[src/rtl/byte4_sched_pkg.sv]
// Shared types and constants for the byte4 read-port scheduler.
package byte4_sched_pkg;

    typedef enum logic [1:0] {
        ST_IDLE = 2'd0,
        ST_RUN  = 2'd1,
        ST_WAIT = 2'd2,
        ST_DONE = 2'd3
    } state_e;

    typedef enum logic [1:0] {
        CMD_NONE  = 2'd0,
        CMD_SHIFT = 2'd1,
        CMD_DATA  = 2'd2
    } cmd_e;

    localparam int SHIFT_BYTES = 1;
    localparam int DATA_BYTES  = 4;

endpackage

[src/rtl/byte4_arb.sv]
// Two-way arbiter: data wins by default, shift is forced through after
// STARVE_MAX consecutive losses so the match finder cannot be locked out.
module byte4_arb #(
    parameter int STARVE_MAX = 4
) (
    input  logic clk_i,
    input  logic rst_i,
    input  logic en_i,
    input  logic shift_req_i,
    input  logic data_req_i,
    output logic shift_gnt_o,
    output logic data_gnt_o
);
    localparam int CW = $clog2(STARVE_MAX + 1);

    logic [CW-1:0] starve_q;
    logic [CW-1:0] starve_d;
    logic          starved;

    assign starved = (starve_q == CW'(STARVE_MAX));

    always_comb begin
        shift_gnt_o = 1'b0;
        data_gnt_o  = 1'b0;
        if (en_i) begin
            if (shift_req_i && (starved || !data_req_i)) begin
                shift_gnt_o = 1'b1;
            end else if (data_req_i) begin
                data_gnt_o = 1'b1;
            end
        end
    end

    // Counter only moves on an actual loss; it holds while nothing is issued.
    always_comb begin
        starve_d = starve_q;
        if (!shift_req_i || shift_gnt_o) begin
            starve_d = '0;
        end else if (data_gnt_o && !starved) begin
            starve_d = starve_q + 1'b1;
        end
    end

    always_ff @(posedge clk_i) begin
        if (rst_i) begin
            starve_q <= '0;
        end else begin
            starve_q <= starve_d;
        end
    end

endmodule

[src/rtl/byte4_sched.sv]
// Sequencer in front of byte_addressing: arbitrates shift/data requests,
// keeps one command outstanding, tracks block bytes and flags errors.
//
//   state | meaning
//   IDLE  | after reset, waiting for blk_start
//   RUN   | block active, no command outstanding, may issue
//   WAIT  | one command outstanding, waiting for its valid or timeout
//   DONE  | block finished or timed out, waiting for blk_start
module byte4_sched
    import byte4_sched_pkg::*;
#(
    parameter int ADDR_W     = 32,
    parameter int STARVE_MAX = 4,
    parameter int TMO_CYC    = 64
) (
    input  logic              clk_i,
    input  logic              rst_i,
    input  logic              blk_start_i,
    input  logic [ADDR_W-1:0] blk_len_i,
    input  logic              shift_req_i,
    output logic              shift_gnt_o,
    output logic              shift_ack_o,
    input  logic              data_req_i,
    output logic              data_gnt_o,
    output logic              data_ack_o,
    output logic              rd_shift_en_o,
    output logic              rd_data_en_o,
    input  logic              byte4_busy_i,
    input  logic              byte4_svalid_i,
    input  logic              byte4_dvalid_i,
    input  logic [ADDR_W-1:0] abs_addr_i,
    output logic [ADDR_W-1:0] bytes_left_o,
    output logic              blk_done_o,
    output logic              timeout_err_o,
    output logic              addr_err_o
);
    localparam int TW = $clog2(TMO_CYC + 1);

    state_e            state_q, state_d;
    cmd_e              cmd_q, cmd_d;
    logic [ADDR_W-1:0] left_q, left_d;
    logic [ADDR_W-1:0] exp_addr_q, exp_addr_d;
    logic [TW-1:0]     tmo_q, tmo_d;
    logic              terr_q, terr_d;
    logic              aerr_q, aerr_d;
    logic              done_q, done_d;
    logic              sack_q, sack_d;
    logic              dack_q, dack_d;

    logic              issue_ok;
    logic              data_elig;
    logic              arb_sgnt;
    logic              arb_dgnt;
    logic              resp;
    logic [ADDR_W-1:0] step_bytes;

    assign issue_ok  = (state_q == ST_RUN) && !byte4_busy_i && (left_q != '0);
    // A data read near the end of a block would overrun it, so data waits.
    assign data_elig = data_req_i && (left_q >= ADDR_W'(DATA_BYTES));

    byte4_arb #(
        .STARVE_MAX (STARVE_MAX)
    ) u_arb (
        .clk_i       (clk_i),
        .rst_i       (rst_i),
        .en_i        (issue_ok),
        .shift_req_i (shift_req_i),
        .data_req_i  (data_elig),
        .shift_gnt_o (arb_sgnt),
        .data_gnt_o  (arb_dgnt)
    );

    assign resp = (state_q == ST_WAIT) &&
                  (((cmd_q == CMD_SHIFT) && byte4_svalid_i) ||
                   ((cmd_q == CMD_DATA)  && byte4_dvalid_i));

    assign step_bytes = (cmd_q == CMD_DATA) ? ADDR_W'(DATA_BYTES) : ADDR_W'(SHIFT_BYTES);

    always_ff @(posedge clk_i) begin
        if (rst_i) begin
            state_q    <= ST_IDLE;
            cmd_q      <= CMD_NONE;
            left_q     <= '0;
            exp_addr_q <= '0;
            tmo_q      <= '0;
            terr_q     <= 1'b0;
            aerr_q     <= 1'b0;
            done_q     <= 1'b0;
            sack_q     <= 1'b0;
            dack_q     <= 1'b0;
        end else begin
            state_q    <= state_d;
            cmd_q      <= cmd_d;
            left_q     <= left_d;
            exp_addr_q <= exp_addr_d;
            tmo_q      <= tmo_d;
            terr_q     <= terr_d;
            aerr_q     <= aerr_d;
            done_q     <= done_d;
            sack_q     <= sack_d;
            dack_q     <= dack_d;
        end
    end

    always_comb begin
        state_d    = state_q;
        cmd_d      = cmd_q;
        left_d     = left_q;
        exp_addr_d = exp_addr_q;
        tmo_d      = tmo_q;
        terr_d     = terr_q;
        aerr_d     = aerr_q;
        done_d     = 1'b0;
        sack_d     = 1'b0;
        dack_d     = 1'b0;
        case (state_q)
            ST_IDLE, ST_DONE: begin
                if (blk_start_i) begin
                    state_d    = ST_RUN;
                    cmd_d      = CMD_NONE;
                    left_d     = blk_len_i;
                    exp_addr_d = abs_addr_i;
                    tmo_d      = '0;
                    terr_d     = 1'b0;
                    aerr_d     = 1'b0;
                end
            end
            ST_RUN: begin
                if (arb_sgnt) begin
                    cmd_d   = CMD_SHIFT;
                    state_d = ST_WAIT;
                    tmo_d   = TW'(1);
                end else if (arb_dgnt) begin
                    cmd_d   = CMD_DATA;
                    state_d = ST_WAIT;
                    tmo_d   = TW'(1);
                end
            end
            ST_WAIT: begin
                // A response in the expiry cycle still counts: it is checked first.
                if (resp) begin
                    sack_d     = (cmd_q == CMD_SHIFT);
                    dack_d     = (cmd_q == CMD_DATA);
                    aerr_d     = aerr_q || (abs_addr_i != exp_addr_q);
                    left_d     = left_q - step_bytes;
                    exp_addr_d = exp_addr_q + step_bytes;
                    cmd_d      = CMD_NONE;
                    tmo_d      = '0;
                    if (left_q == step_bytes) begin
                        state_d = ST_DONE;
                        done_d  = 1'b1;
                    end else begin
                        state_d = ST_RUN;
                    end
                end else if (tmo_q == TW'(TMO_CYC - 1)) begin
                    terr_d  = 1'b1;
                    state_d = ST_DONE;
                    cmd_d   = CMD_NONE;
                    tmo_d   = '0;
                end else begin
                    tmo_d = tmo_q + 1'b1;
                end
            end
            default: begin
                state_d = ST_IDLE;
            end
        endcase
    end

    always_comb begin
        shift_gnt_o   = arb_sgnt;
        data_gnt_o    = arb_dgnt;
        rd_shift_en_o = arb_sgnt;
        rd_data_en_o  = arb_dgnt;
        shift_ack_o   = sack_q;
        data_ack_o    = dack_q;
        bytes_left_o  = left_q;
        blk_done_o    = done_q;
        timeout_err_o = terr_q;
        addr_err_o    = aerr_q;
    end

endmodule

[config.mk]
export PLATFORM = sky130hd
export DESIGN_NAME = byte4_sched
export DESIGN_NICKNAME = d
export VERILOG_FILES = /design/src/rtl/byte4_sched_pkg.sv /design/src/rtl/byte4_arb.sv /design/src/rtl/byte4_sched.sv
export SDC_FILE = /design/constraint.sdc
export NUM_CORES = 1
export LEC_CHECK = 0
export BUFFER_PORTS_ARGS = -buffer_cell sky130_fd_sc_hd__buf_2
export CORE_MARGIN = 2
export CORE_UTILIZATION = 23
export DETAILED_ROUTE_END_ITERATION = 12
export PLACE_DENSITY = 0.5
export RECOVER_POWER = 50
export REMOVE_ABC_BUFFERS = 1
export SETUP_SLACK_MARGIN = 0.05
export SLEW_MARGIN = 0
export SYNTH_ARGS = -nofsm -noshare
export SYNTH_HDL_FRONTEND = slang
export SYNTH_SLANG_ARGS = --single-unit
export TNS_END_PERCENT = 50
[constraint.sdc]
create_clock -name clk_i -period 5.2 [get_ports clk_i]
set_input_delay 1.56 -clock clk_i [delete_from_list [all_inputs] [get_ports clk_i]]
set_output_delay 1.56 -clock clk_i [all_outputs]
set_load 0.05 [all_outputs]
Yosys cells after proc, flatten, opt, wreduce, memory -nomap -nowiden --
Cells that the tools add are included.
Word-level totals: word-level logic and storage cells 96, bits in registers 83
Operators by class: mux-type cells 37, reduce and logical (&&, ||, !) cells 26, bitwise operators 2, $lt $le $gt $ge 1, add/sub/neg operators 4, equality and inequality tests 15
Operator list (number):
- 32-bit two-way mux | 4
- 32-bit case mux with 2 select lines | 2
- 7-bit two-way mux | 5
- 32-bit by 3-bit adder with 32-bit output | 1
- 32-bit by 3-bit == test with 1-bit output | 1
- 32-bit by 3-bit >= comparator with 1-bit output (second input constant) | 1
- 32-bit != test | 1
- 32-bit nonzero test | 1
- 32-bit by 3-bit subtractor with 32-bit output | 1
- 7-bit case mux with 3 select lines | 1
- 2-bit two-way mux | 10
- 2-bit case mux with 3 select lines | 2
- 1-bit two-way mux | 10
- 1-bit logical AND | 8
- 7-bit by 1-bit adder with 7-bit output (second input constant) | 1
- 7-bit by 6-bit == test with 1-bit output (second input constant) | 1
- 2-bit == test (second input constant) | 3
- 2-bit != test (second input constant) | 3
- 3-bit AND reduction | 2
- 2-bit by 1-bit == test with 1-bit output (second input constant) | 2
- 1-bit zero test | 4
- 1-bit logical OR | 4
- 1-bit case mux with 2 select lines | 2
- 4-bit AND reduction | 1
- other kinds (12) | 14

Logic depth before layout (Yosys ltp) --
word-level depth 10, gate-level depth with buffers 10, gate-level depth less buffers 9

By module --
From an unflattened synthesis, not the netlist that was laid out.
Unflattened totals: cell total of the unflattened synthesis 728, area, all modules 5571.6 um^2
By module, submodules not included:
- byte4_sched | area each 5372.7 um^2, cells an instance 704, instances 1
- byte4_arb | area each 198.9 um^2, cells an instance 24, instances 1

Worst setup path after synthesis --
OpenSTA, ideal clock, no wires.
path kind register -> output, start register left_q[22] (netlist: bytes_left_o[22]), end output shift_gnt_o, slack -0.001 ns, stages on the path, launching flop included 9, arrival 3.641 ns, required time 3.640 ns, cells stage by stage dfxtp_1 -> buf_6 -> or4_4 -> nor4_4 -> nand4b_4 -> buf_6 -> and2_4 -> nor3_1 -> buf_4
Between the ends: word-level cells in the longest chain between the ends 7, elaborated cells between the ends (all ways) 9, classes of those cells 1 x order compare; 2 x mux; 6 x reduce/logical
Ends and longest elaborated chain:
- start: declaration | line byte4_sched.sv:41 | logic [ADDR_W-1:0] left_q, left_d;
- start signal: assignment | line byte4_sched.sv:94 | left_q <= left_d;
- 32-bit by 3-bit >= comparator with 1-bit output | line byte4_sched.sv:59 | assign data_elig = data_req_i && (left_q >= ADDR_W'(DATA_BYTES));
- 1-bit logical AND | line byte4_sched.sv:59
- 1-bit zero test | line byte4_arb.sv:26 | if (shift_req_i && (starved || !data_req_i)) begin
- 1-bit logical OR | line byte4_arb.sv:26
- 1-bit logical AND | line byte4_arb.sv:26
- 1-bit two-way mux | line byte4_arb.sv:26
- 1-bit two-way mux (*) | line byte4_arb.sv:25 | if (en_i) begin
- end: declaration | line byte4_sched.sv:21 | output logic shift_gnt_o,
Mark *: on every way between the ends. The rest lies on a longest branch, timed or not.

Worst setup path after layout --
start register left_q[9] (netlist: bytes_left_o[9]), end output shift_gnt_o
Same word-level chain as after synthesis.

==> impl_summary.log <==
INFO  metric cts_tree = done
INFO  metric routed_via_density = 5.04
INFO  metric slew_headroom = -26.5%
INFO  metric clkSlewWorstSetupHoldPaths = 0.06 ns
INFO  metric die_w = 161 um
INFO  metric cts.repair.resized = 0
INFO  metric synth_largest_area_cell = sky130_fd_sc_hd__dfxtp_1
INFO  metric antenna_violations_before_repair = 3
INFO  metric area_delta_synth_final = 18.7%
INFO  metric placed_cells_incl_taps = 1127
INFO  metric hold-worst-slack = 0.438 ns
INFO  metric ant_nets = 0
INFO  metric mappedNetlistArea = 5670 um^2
INFO  metric postRouteWirelength = 19.2 mm
INFO  metric timing.hold.worst.class = register to register
INFO  metric worst-endpoint-required = 3.64 ns
INFO  metric ctsLongestPathBuffers = 2
INFO  metric largest_net_degree_at_the_start_of_global_routing = 63
INFO  metric cp_max_fo = 12
INFO  metric cp.buffers_inverters = 2
INFO  metric cts_buffers = 9
INFO  metric ys_top_cells_by_area = sky130_fd_sc_hd__dfxtp_1 (29%), sky130_fd_sc_hd__a21oi_1 (6.8%), sky130_fd_sc_hd__xnor2_1 (5.3%)
INFO  metric finalSetupViolCount = 0
INFO  metric worstMarginPinSlew = 1.90 ns
INFO  metric p_per_area = 385 nW/um^2
INFO  metric drt_pre_antenna_iters = 5
INFO  metric max_cap_viol_count = 1
INFO  metric postSynth.topFlopCell = sky130_fd_sc_hd__dfxtp_1
INFO  metric cts-hold-fix-buffers = 0
INFO  metric place_congestion = 0.791
INFO  metric htree_levels = 3
INFO  metric groute.usage.overall = 14.6%
INFO  metric ios = 113
INFO  metric globalRoute.totalOverflow = 0
INFO  metric place_hpwl = 13.6 mm
INFO  metric route.detailed.wl_per_inst = 16.8 um
INFO  metric synth_top_area_share = 29.3%
INFO  metric failed_checks = max-capacitance violations, max-slew violations
INFO  metric synthesis.area_per_instance = 7.64 um^2
INFO  metric fraction_of_registers_with_async_set_reset = 0%
INFO  metric placedInstanceArea = 6500 um^2
INFO  metric slowest_delay = 0.69 ns
INFO  metric worst_path_max_delay_cell = sky130_fd_sc_hd__or4_1
INFO  metric achievable-frequency = 216 MHz
INFO  metric unrepaired_setup_endpoints_after_global_routing = false
INFO  metric leakage_dissipation = 2.29 nW
INFO  metric multi_input_area = 3690 um^2
INFO  metric drt_iter0_drc = 365
INFO  metric endpoints_failing_hold = 0
INFO  metric final_slew_viol_count = 37
INFO  metric numPortBuffers = 112
INFO  metric sink_count = 83
INFO  metric clock_insertion_delay_worst_skew = 0.35 ns
INFO  metric ys_types = 69
INFO  metric effective_utilization_at_floorplan = 23.4%
INFO  metric grt_pass1_wl = 30.3 mm
INFO  metric postSynthCellCount = 742
INFO  metric first_global_vias = 5391
INFO  metric crit_path_start_kind = register
INFO  metric total_power = 0.00259 W
INFO  metric final_layout_size_suffix_gt1_share = 14.2%
INFO  metric critical_path.cell_chain = or4_1, nor3_4, buf_4, nand4b_4, and2_4, nor3_1, buf_2
INFO  metric period_needed = 4.63 ns
INFO  metric ys_ff_latch = 83
INFO  metric detailroute.via_count = 5766
INFO  metric synthesis.yosys.warnings = 0
INFO  metric final.period_utilization = 89.1%
INFO  metric rows = 57
INFO  metric cts_root_buf = sky130_fd_sc_hd__clkbuf_16
INFO  metric fin_nets = 898
INFO  metric layout.cell_area.non_filler = 6730 um^2
INFO  metric outcome = finished with violations
INFO  metric drc_errors = 0
INFO  metric ir_worst_vdd = 136 uV
INFO  metric critical_path.top_delay_family = simple AND/OR/NAND/NOR gates
INFO  metric seq_area_frac_synth = 29.3%
INFO  metric postCtsSetupBuffers = 0
INFO  metric nFillCells = 2677
INFO  metric die_area = 25900 um^2
INFO  metric timing_worst_setup_path_type = register to primary output
INFO  metric endpoint_kind = primary output
INFO  metric core_region_area = 24200 um^2
INFO  metric die_height = 161 um
INFO  metric timing.clock.skew = 0.0107 ns
INFO  metric arrival = 3.07 ns
INFO  metric finish.cell_count_without_fillers = 1144
INFO  metric synth_enable_flop_cells = 0
INFO  metric final-seq-area = 1660 um^2
[per-layer routing]
layer	share of wire [%]	track usage, %	up-vias
met5	0	0	-
met4	2.1	5.11	0
met3	4.7	3.18	21
met2	45	22.6	125
met1	49	20.1	2692
li1	-	-	2928
[power breakdown]
| part | leakage, nW | internal [W] | total (W) | switching (W) |
|---|---|---|---|---|
| sequential | 0.681 | 0.000732 | 0.000871 | 0.000139 |
| combinational | 1.46 | 0.000340 | 0.00103 | 0.000687 |
| clock | 0.151 | 0.000406 | 0.000691 | 0.000284 |
[flip-flops by register name (all words and copies together), names as in the netlist]
register and flops:
tmo_q 7, shift_ack_o 1, timeout_err_o 1, state_q 2, bytes_left_o 32, u_arb.starve_q 3
exp_addr_q 32, addr_err_o 1, data_ack_o 1, cmd_q 2, blk_done_o 1
[final timing paths]
path / cells after the start / endpoint / slack (ns) / from
setup / recovery: 7 / shift_gnt_o / 0.57 / bytes_left_o[9]
hold / removal: 2 / tmo_q[6] / 0.44 / tmo_q[6]
setup reg to reg: 8 / bytes_left_o[6] / 1.27 / state_q[0]
hold reg to reg: 2 / tmo_q[6] / 0.44 / tmo_q[6]
[worst min-delay path, stage by stage, from the launching register on]
cell	delay (ns)
sky130_fd_sc_hd__dfxtp_1	0.31
sky130_fd_sc_hd__nand2_1	0.05
sky130_fd_sc_hd__a21oi_1	0.03
[through the flow]
stage	util, %	setup WS (ns)	TNS (ns)
floorplan	-	-2.96	-144.70
global placement	26.8	0.829	0
detailed placement	26.8	0.801	0
CTS	28.1	0.544	0
global route	27.8	0.292	0
finish	27.8	0.567	0
[cell type report]
type                            instances  share of cell area, %
Multi-Input combinational cell        575                   54.9
Sequential cell                        83                   24.7
Timing Repair Buffer                  122                   8.57
Tap cell                              324                   6.02
Clock buffer                           12                   3.96
Inverter                               23                   1.28
Clock inverter                          2                  0.520
Antenna cell                            3                  0.112
[cells in the mapped netlist (4+ instances only)]
cell and count:
sky130_fd_sc_hd__nor4b_1 6, sky130_fd_sc_hd__a22oi_1 10, sky130_fd_sc_hd__dfxtp_1 83, sky130_fd_sc_hd__nand3_1 19, sky130_fd_sc_hd__o31a_1 5, sky130_fd_sc_hd__mux2i_1 8
sky130_fd_sc_hd__inv_1 22, sky130_fd_sc_hd__and3_1 12, sky130_fd_sc_hd__o2bb2ai_1 6, sky130_fd_sc_hd__nor4_1 15, sky130_fd_sc_hd__nand2_1 55, sky130_fd_sc_hd__o21ai_0 57
sky130_fd_sc_hd__nor2_1 49, sky130_fd_sc_hd__ha_1 12, sky130_fd_sc_hd__o21a_1 6, sky130_fd_sc_hd__xnor2_1 34, sky130_fd_sc_hd__nor2b_1 16, sky130_fd_sc_hd__a31oi_1 12
sky130_fd_sc_hd__a211oi_1 28, sky130_fd_sc_hd__or3_1 6, sky130_fd_sc_hd__o31ai_1 4, sky130_fd_sc_hd__nor3_1 24, sky130_fd_sc_hd__clkbuf_1 50, sky130_fd_sc_hd__a21oi_1 77
sky130_fd_sc_hd__buf_1 4, sky130_fd_sc_hd__nand4_1 25, sky130_fd_sc_hd__a21o_1 6, sky130_fd_sc_hd__o32ai_1 10, sky130_fd_sc_hd__nand4b_1 4, sky130_fd_sc_hd__o22ai_1 12
[kinds of logic (layout without fill, tap and decap cells)]
logic type	count (synthesis)	count (layout)	synth area share, %
AND/OR/NAND/NOR	261	261	25.6
AO/OA/AOI/OAI	256	256	29.0
buffers and inverters	84	159	6.02
flip-flops	83	83	29.3
XOR/XNOR	35	35	5.41
adder cells (fa/ha/maj)	12	12	2.65
multiplexers	11	11	2.01
other	0	3	0
[cells in the final DEF (no fill, tap or decap), drive strengths merged, types with 23 or more instances in the layout]
master / count
dfxtp: 83
a211oi: 28
nor2: 49
nand2: 55
nor3: 25
nand4: 25
a21oi: 77
inv: 23
clkbuf: 54
buf: 80
xnor2: 34
o21ai: 57
No activity file was read; power rests on OpenSTA's default activity.
